## config.mk

```make
export PLATFORM = sky130hd
export DESIGN_NAME = fetch_stage
export DESIGN_NICKNAME = d
export VERILOG_FILES = /design/src/rtl/fetch_pkg.sv /design/src/rtl/fetch_fifo.sv /design/src/rtl/fetch_stage.sv
export SDC_FILE = /design/constraint.sdc
export NUM_CORES = 1
export LEC_CHECK = 0
export CAP_MARGIN = 20
export CORE_UTILIZATION = 30
export CTS_BUF_LIST = sky130_fd_sc_hd__clkbuf_8
export DETAILED_ROUTE_END_ITERATION = 10
export GPL_TIMING_DRIVEN = 0
export PLACE_DENSITY = 0.5
export SLEW_MARGIN = 20
export SYNTH_ARGS = -nofsm -noshare
export SYNTH_HDL_FRONTEND = slang
export SYNTH_SLANG_ARGS = --single-unit
```

## constraint.sdc

```tcl
create_clock -name clk -period 15.25 [get_ports clk]
set_input_delay 1.525 -clock clk [delete_from_list [all_inputs] [get_ports clk]]
set_output_delay 1.525 -clock clk [all_outputs]
set_load 0.005 [all_outputs]
```

## src/rtl/fetch_pkg.sv

```systemverilog
// Shared types and constants for the instruction-fetch stage.
// Field positions match the decoder's view of an instruction word.
package fetch_pkg;

  typedef enum logic [1:0] {
    FETCH = 2'd0,
    HOLD  = 2'd1,
    DRAIN = 2'd2
  } fetch_state_t;

  localparam int COND_MSB  = 31;
  localparam int COND_LSB  = 28;
  localparam int OP_MSB    = 27;
  localparam int OP_LSB    = 26;
  localparam int FUNCT_MSB = 25;
  localparam int FUNCT_LSB = 20;
  localparam int RD_MSB    = 15;
  localparam int RD_LSB    = 12;

  localparam int PC_STEP        = 4;
  localparam int PC_READ_OFFSET = 8;

endpackage

```

## src/rtl/fetch_fifo.sv

```systemverilog
// Small fetch buffer holding {instr, pc} pairs.
// Flush wins over push; push and pop may coincide at any occupancy.
module fetch_fifo #(
  parameter int DEPTH = 2,
  parameter int W     = 64
) (
  input  logic                   clk,
  input  logic                   reset,
  input  logic                   push,
  input  logic                   pop,
  input  logic                   flush,
  input  logic [W-1:0]           wdata,
  output logic [W-1:0]           rdata,
  output logic                   full,
  output logic                   empty,
  output logic [$clog2(DEPTH):0] count
);

  localparam int PW = $clog2(DEPTH);

  logic [W-1:0]  mem_q [DEPTH];
  logic [PW-1:0] rd_q;
  logic [PW-1:0] wr_q;
  logic [PW:0]   cnt_q;

  // pointer and occupancy bookkeeping
  always_ff @(posedge clk or posedge reset) begin
    if (reset) begin
      rd_q  <= '0;
      wr_q  <= '0;
      cnt_q <= '0;
    end else if (flush) begin
      rd_q  <= '0;
      wr_q  <= '0;
      cnt_q <= '0;
    end else begin
      if (push) wr_q <= wr_q + PW'(1);
      if (pop)  rd_q <= rd_q + PW'(1);
      if (push && !pop)      cnt_q <= cnt_q + (PW+1)'(1);
      else if (!push && pop) cnt_q <= cnt_q - (PW+1)'(1);
    end
  end

  // storage write; contents are only meaningful while counted
  always_ff @(posedge clk) begin
    if (push && !flush) mem_q[wr_q] <= wdata;
  end

  assign rdata = mem_q[rd_q];
  assign count = cnt_q;
  assign full  = (cnt_q == (PW+1)'(DEPTH));
  assign empty = (cnt_q == '0);

endmodule

```

## src/rtl/fetch_stage.sv

```systemverilog
// Instruction fetch: PC, single-outstanding imem handshake,
// fetch buffer and pre-sliced decoder fields.
module fetch_stage
  import fetch_pkg::*;
#(
  parameter int                ADDR_W   = 32,
  parameter int                INSTR_W  = 32,
  parameter logic [ADDR_W-1:0] RESET_PC = '0,
  parameter int                DEPTH    = 2
) (
  input  logic               clk,
  input  logic               reset,
  output logic               imem_req,
  output logic [ADDR_W-1:0]  imem_addr,
  input  logic               imem_ack,
  input  logic [INSTR_W-1:0] imem_rdata,
  input  logic               stall,
  input  logic               branch_taken,
  input  logic [ADDR_W-1:0]  branch_target,
  output logic               instr_valid,
  output logic [INSTR_W-1:0] instr,
  output logic [ADDR_W-1:0]  instr_pc,
  output logic [ADDR_W-1:0]  pc_plus8,
  output logic [3:0]         cond,
  output logic [1:0]         op,
  output logic [5:0]         funct,
  output logic [3:0]         rd
);

  localparam int CW = $clog2(DEPTH) + 1;
  localparam int EW = INSTR_W + ADDR_W;

  fetch_state_t      state_q;
  logic [ADDR_W-1:0] pc_q;
  logic [ADDR_W-1:0] drain_q;
  logic [ADDR_W-1:0] tgt;
  logic              push;
  logic              pop;
  logic              full;
  logic              empty;
  logic [CW-1:0]     count;
  logic [EW-1:0]     head;
  logic [EW-1:0]     head_v;
  logic              unused_ok;

  assign tgt = {branch_target[ADDR_W-1:2], 2'b00};

  assign imem_req  = ~reset & (state_q != HOLD);
  assign imem_addr = (state_q == DRAIN) ? drain_q : pc_q;

  assign pop  = instr_valid & ~stall & ~branch_taken;
  assign push = (state_q == FETCH) & imem_ack & ~branch_taken;

  fetch_fifo #(
    .DEPTH (DEPTH),
    .W     (EW)
  ) u_fifo (
    .clk   (clk),
    .reset (reset),
    .push  (push),
    .pop   (pop),
    .flush (branch_taken),
    .wdata ({imem_rdata, pc_q}),
    .rdata (head),
    .full  (full),
    .empty (empty),
    .count (count)
  );

  // fetch FSM with PC and squashed-address registers
  always_ff @(posedge clk or posedge reset) begin
    if (reset) begin
      state_q <= FETCH;
      pc_q    <= {RESET_PC[ADDR_W-1:2], 2'b00};
      drain_q <= '0;
    end else if (branch_taken) begin
      pc_q <= tgt;
      if (state_q == FETCH && !imem_ack) begin
        state_q <= DRAIN;
        drain_q <= pc_q;
      end else if (state_q == DRAIN && !imem_ack) begin
        state_q <= DRAIN;
      end else begin
        state_q <= FETCH;
      end
    end else begin
      unique case (state_q)
        FETCH: begin
          if (imem_ack) begin
            pc_q <= pc_q + ADDR_W'(PC_STEP);
            if (count == CW'(DEPTH - 1) && !pop)
              state_q <= HOLD;
          end
        end
        HOLD: begin
          if (pop) state_q <= FETCH;
        end
        DRAIN: begin
          if (imem_ack) state_q <= FETCH;
        end
        default: state_q <= FETCH;
      endcase
    end
  end

  assign instr_valid = ~empty;
  assign head_v      = instr_valid ? head : '0;
  assign instr       = head_v[EW-1:ADDR_W];
  assign instr_pc    = head_v[ADDR_W-1:0];
  assign pc_plus8    = instr_valid ?
                       instr_pc + ADDR_W'(PC_READ_OFFSET) : '0;

  assign cond  = instr[COND_MSB:COND_LSB];
  assign op    = instr[OP_MSB:OP_LSB];
  assign funct = instr[FUNCT_MSB:FUNCT_LSB];
  assign rd    = instr[RD_MSB:RD_LSB];

  assign unused_ok = ^{branch_target[1:0], full};

endmodule

```

==> qor.txt, run 1 <==
Ys Warns - 0
Commonest non-fill, non-tap cells in the layout - clkdlybuf4s50_1 (206), edfxtp_1 (124), nor2_1 (75), dfrtp_1 (66), mux2i_1 (62)
First-pass DRT Iterations - 4
Setup violators final - 0
Worst Path Required - 13.73 ns
Slowest-stage cell, CP - clkdlybuf4s50_1
Number of synthesized flops with an enable pin - 124
CTS Sinks - 190
Max_slew headroom - 45.13%
Commonest register cell after synthesis - edfxtp_1
Top Ports - 215
Hold Path Depth - 1
Critical Path End Type - output port
Mean number of vias per cell - 4.572
Layout area overhead - 34.53%
Total global routing overflow - 0
Most used cell, CP - buf_2
Post-CTS sizing - 0
First-pass GRT wire length - 37.67 mm
Hold crit path type - register to register
Clock transition at path regs - 0.10 ns
Cell Area, Synth - 9218 um^2
Gr usage total - 15.98%
Distinct cells, synth - 57
Initial antenna violation count - 0
Syn_area_per_cell - 12.73 um^2
Clk_lat worst skew - 0.47 ns
Yosys reg bits - 190
Ys async rst share - 34.74%
Mapped Cells - 724
Worst-case clock buffer depth - 2
P_leak - 4.507 nW
Worst r2r src - state_q[0]$_DFFE_PP0P_
Seq/Total Area, Yosys - 58.31%
WL per Instance - 17.84 um
Vias - 6282
Largest net degree at the start of global routing - 51
R2R setup slack - 12.63 ns
Routability congestion estimate - 0.7926
# DRC - 0
Antenna Nets Post-Route - 0
# fillers - 2872
Post-DP HPWL - 18.96 mm
Reg2reg path depth - 8
Setup CP Type - register to output port
Finished Core Util - 41.40%
Num rows - 63
Port buffer count - 206
Worst vdd ir - 57.19 uV
Core box area - 29950 um^2
Setup TNS - 0 ns
Final #Nets - 1044
Pwr Total - 1.815 mW
Final hold vios - 0
Footprint of the multi-input gates - 3478 um^2
Worst-path maximum fanout - 10
H-Tree Depth - 4
Layout Skew - 0.01847 ns
Reg2Reg Capture Point - u_fifo.mem_q[0][51]$_DFFE_PP_
Layout cells sized above 1 - 18.29%
Number of antenna diodes - 0
Final clock period utilization by the worst path - 37.87%
Worst-path cell chain - inv_1 -> ha_1 -> buf_2 -> buf_2 -> buf_2 -> buf_2 -> buf_2 -> nor2_1 -> ha_1 -> nand4_1 -> buf_4 -> nor3b_2 -> xor2_1 -> clkdlybuf4s50_1
Slew Limit Fails - 0
Detailed Route WL - 24.52 mm
CTS tree - done
Status - finished clean
Post-CTS setup buffers - 0
Hold-critical path endpoint - drain_q[31]$_DFFE_PP0P_
Die Wd - 177.3 um
Largest stage delay on the critical path - 0.56 ns
Initial core utilization - 30.77%
CTS Buf Count - 17
Commonest non-fill, non-tap cell in the layout - clkdlybuf4s50_1
Vias in the first global route - 6486
Hold-fix buffers, CTS - 0
RSZ-0062 raised after global routing - no
Initial DRC count - 333
Die Height - 177.3 um
Critical Path Source Type - register
WP data arrival - 4.25 ns
Worst-Margin Slew - 0.8168 ns
Root buffer cell - clkbuf_8
Maxcap violations - 0
Max Clock Freq - 0.1732 GHz
Power Dens Cells - 146.4 nW/um^2
Register cell area after layout - 5375 um^2
Fin crit period - 5.775 ns
Min-delay src - drain_q[31]$_DFFE_PP0P_
Die area - 31430 um^2
==> logic make-up after synthesis <==
family / Yosys count / share of synthesized area [%]
other: 1 / 0.04068
buffers and inverters: 67 / 4.262
and+or+nand+nor: 237 / 14.16
muxes: 124 / 14.31
xor gates and xnor gates: 57 / 5.416
adders and majority gates: 4 / 0.5430
AOI/OAI and AO/OA: 44 / 2.959
DFF: 190 / 58.31
==> cell type report <==
cell class              count  share of cell area, %
flip-flops and latches    190                  43.35
clock inverters            15                  1.564
well taps                 390                  3.935
plain buffers              58                  2.896
repair buffers            223                  18.03
clock buffers              17                  1.887
multi-input cells         472                  28.05
inverters                   9                 0.2926
==> worst max path at each step <==
stage                                      from                             to  depth (start not counted)
floorplan                              imem_ack  u_fifo.mem_q[1][10]$_DFFE_PP_                          2
global placement                       imem_ack  u_fifo.mem_q[1][54]$_DFFE_PP_                          3
detailed placement  u_fifo.count[0]$_DFFE_PP0P_                   pc_plus8[13]                         14
CTS                 u_fifo.count[0]$_DFFE_PP0P_                   pc_plus8[13]                         14
global route        u_fifo.count[1]$_DFFE_PP0P_                   pc_plus8[15]                         14
finish              u_fifo.count[0]$_DFFE_PP0P_                   pc_plus8[15]                         14
==> report_power, final <==
group | internal (mW) | switching [mW] | total, mW
clock network | 0.142 | 0.208 | 0.350
logic | 0.453 | 0.363 | 0.816
registers | 0.609 | 0.0399 | 0.649
total | 1.20 | 0.611 | 1.82
==> state kept, by name (all words and copies together) (netlist names) <==
name and flops:
drain_q 30, u_fifo.rd_q 1, u_fifo.mem_q 124, u_fifo.count 2, pc_q 30, u_fifo.wr_q 1
state_q 2
==> synthesized netlist by cell type (2+ instances only) <==
cell      number  share of area [%]
edfxtp_1     124                 40
nor2_1        75                3.1
dfrtp_1       66                 18
mux2i_1       62                6.7
mux2_2        61                7.5
nand2_1       50                2.0
xor2_1        33                3.1
o21ai_0       28                1.5
buf_4         27                2.2
nand3_1       27                1.5
xnor2_1       24                2.3
nand4_1       14               0.95
nor3_1        14               0.76
buf_2         13               0.71
clkbuf_1      12               0.49
nand3b_1      10               0.81
inv_1          9               0.37
and2_1         6               0.41
and4_1         6               0.57
a21oi_1        5               0.27
nor4_2         5               0.68
ha_1           4               0.54
nor4_1         4               0.27
a22oi_1        3               0.24
buf_6          3               0.37
and3_1         2               0.14
buf_1          2              0.081
nor2b_1        2               0.14
nor3b_2        2               0.27
nor4_4         2               0.46
nor4b_4        2               0.52
or2_2          2               0.14
==> worst max-delay path: cells and delay by family, from the launching register on <==
kind                       cells  cell delay [ns]
buffers and inverters          8             2.34
adders and majority gates      2             0.56
DFF                            1             0.42
xor gates and xnor gates       1             0.17
and+or+nand+nor                3             0.31
==> through the flow <==
step / instance area (um^2) / hold slack, ns / cells / setup WS [ns]
finish: 12400 / 0.5140 / 1374 / 9.475
global route: 12400 / 0.5330 / 1374 / 9.118
CTS: 12400 / 0.5187 / 1374 / 9.327
detailed placement: 11970 / 0.4920 / 1342 / 9.862
global placement: 11790 / 0.4842 / 1325 / 4.361
floorplan: 9236 / 0.4412 / 729 / 8.186
==> routing by layer <==
metal  share of wire [%]  GRT usage [%]  up-vias  wire length (um)
li1                    -              -     3068                 -
met4                0.69          4.452        0               169
met2                  45          25.10      187             10940
met5                   0              0        -                 0
met3                 6.4          3.436       12              1560
met1                  48          22.10     3015             11850
Note: power is estimated with default switching activity, not from simulation.
==> run 2: changes to the inputs <==
- clock period: 15.25 -> 5.88 ns (I/O delays scaled with it)
==> qor.txt, run 2 (same netlist as run 1, synthesis figures left out) <==
Maxcap violations - 0
Slew Limit Fails - 0
Largest net degree at the start of global routing - 50
Hold-fix buffers, CTS - 0
Area after DPL - 11980 um^2
Port buffer count - 206
Core box area - 29950 um^2
Worst hold margin - 0.4539 ns
Num rows - 63
Largest stage delay on the critical path - 0.55 ns
Max Clock Freq - 0.2032 GHz
Post-CTS sizing - 0
Die Height - 177.3 um
Placed cell count - 1339
Gr usage total - 16.36%
Post-CTS setup buffers - 0
Initial DRC count - 338
WP data arrival - 4.33 ns
Post-DP HPWL - 19.07 mm
Number of antenna diodes - 0
Initial antenna violation count - 0
Register cell area after layout - 5375 um^2
Antenna Nets Post-Route - 0
Register with the most flip-flops - u_fifo.mem_q
# DRC - 0
Critical Path Source Type - register
Fin cells - 1371
Pwr Total - 4.713 mW
Initial core utilization - 30.77%
Die Wd - 177.3 um
Layout Skew - 0.02475 ns
Power Dens Cells - 380.0 nW/um^2
# fillers - 2924
Die area - 31430 um^2
Worst path buffer plus inverter count - 8
Layout cells sized above 1 - 17.94%
Final clock period utilization by the worst path - 83.70%
H-Tree Depth - 4
Layout area overhead - 34.55%
Worst-case clock buffer depth - 2
Root buffer cell - clkbuf_8
Worst-Margin Slew - 0.9230 ns
Setup violators final - 0
Most used cell, CP - buf_2
Critical Path End Type - output port
Final hold vios - 0
Top Ports - 215
Largest regs - u_fifo.mem_q x124, drain_q x30, pc_q x30
CTS Buf Count - 17
Commonest non-fill, non-tap cells in the layout - clkdlybuf4s50_1 (206), edfxtp_1 (124), nor2_1 (75), dfrtp_1 (66), mux2i_1 (62)
Setup CP Type - register to output port
Status - finished clean
Slowest-stage cell, CP - clkdlybuf4s50_1
Clk_lat worst skew - 0.47 ns
Worst Path Required - 5.29 ns
Top delay family on crit path - buffers and inverters
CTS tree - done
Fin area - 12400 um^2
Max FFs per register - 124
Total global routing overflow - 0
Worst-path cell chain - inv_1 -> ha_1 -> buf_2 -> buf_2 -> buf_2 -> buf_2 -> buf_2 -> nor2_1 -> ha_1 -> nand4_1 -> buf_4 -> nor2_1 -> xor2_1 -> clkdlybuf4s50_1
RSZ-0062 raised after global routing - no
Vias in the first global route - 6599
Clock transition at path regs - 0.12 ns
First-pass GRT wire length - 38.82 mm
Vias - 6375
Hold crit path type - input pin to asynchronous set/reset pin
Final #Nets - 1041
First-pass DRT Iterations - 5
Commonest non-fill, non-tap cell in the layout - clkdlybuf4s50_1
Footprint of the multi-input gates - 3485 um^2
P_leak - 4.496 nW
Setup TNS - 0 ns
Worst vdd ir - 131.0 uV
Routability congestion estimate - 0.7684
CTS Sinks - 190
Metal2 WL - 11.13 mm
Top layer used by detailed routing - met4
WL per Instance - 18.14 um
Detailed Route WL - 24.87 mm
Mean number of vias per cell - 4.650
Worst-path maximum fanout - 10
Met3 wire len - 1.501 mm
Max_slew headroom - 37.99%
Met1 wire length - 12.04 mm
Fin crit period - 4.921 ns
run 2: final cells by class:
class                   instances  area share, %
plain buffers                  58          2.895
inverters                       9         0.2926
flip-flops and latches        190          43.34
repair buffers                220          18.00
clock buffers                  17          1.887
well taps                     390          3.935
clock inverters                15          1.554
multi-input cells             472          28.10
run 2: through the flow:
| stage | utilization (%) | setup slack [ns] |
|---|---|---|
| finish | 41.40 | 0.9587 |
| global route | 41.40 | 0.6370 |
| CTS | 41.40 | 0.8569 |
| detailed placement | 39.98 | 1.369 |
| global placement | 39.37 | -3.812 |
| floorplan | - | 0.05501 |
run 2: metal layers:
| layer | vias up | track usage (%) |
|---|---|---|
| met5 | - | 0 |
| met4 | 0 | 3.739 |
| met3 | 17 | 3.372 |
| met2 | 200 | 25.75 |
| met1 | 3086 | 22.99 |
| li1 | 3072 | - |
run 2: worst paths after layout:
check                                            start                             to  slack, ns  cells past startpoint
hold / removal                                   reset        drain_q[20]$_DFFE_PP0P_       0.45                      2
hold reg to reg                drain_q[31]$_DFFE_PP0P_        drain_q[31]$_DFFE_PP0P_       0.52                      1
setup reg to reg                state_q[1]$_DFFE_PP0P_  u_fifo.mem_q[0][34]$_DFFE_PP_       3.30                      7
min in group clk               drain_q[31]$_DFFE_PP0P_        drain_q[31]$_DFFE_PP0P_       0.52                      1
setup / recovery           u_fifo.count[0]$_DFFE_PP0P_                   pc_plus8[13]       0.96                     14
max in group asynchronous                        reset           pc_q[29]$_DFFE_PP0P_       4.88                      3
run 2: where the power goes:
part	internal (mW)	switching [mW]	total, mW
logic	1.18	0.949	2.13
clock network	0.365	0.538	0.903
registers	1.58	0.105	1.68
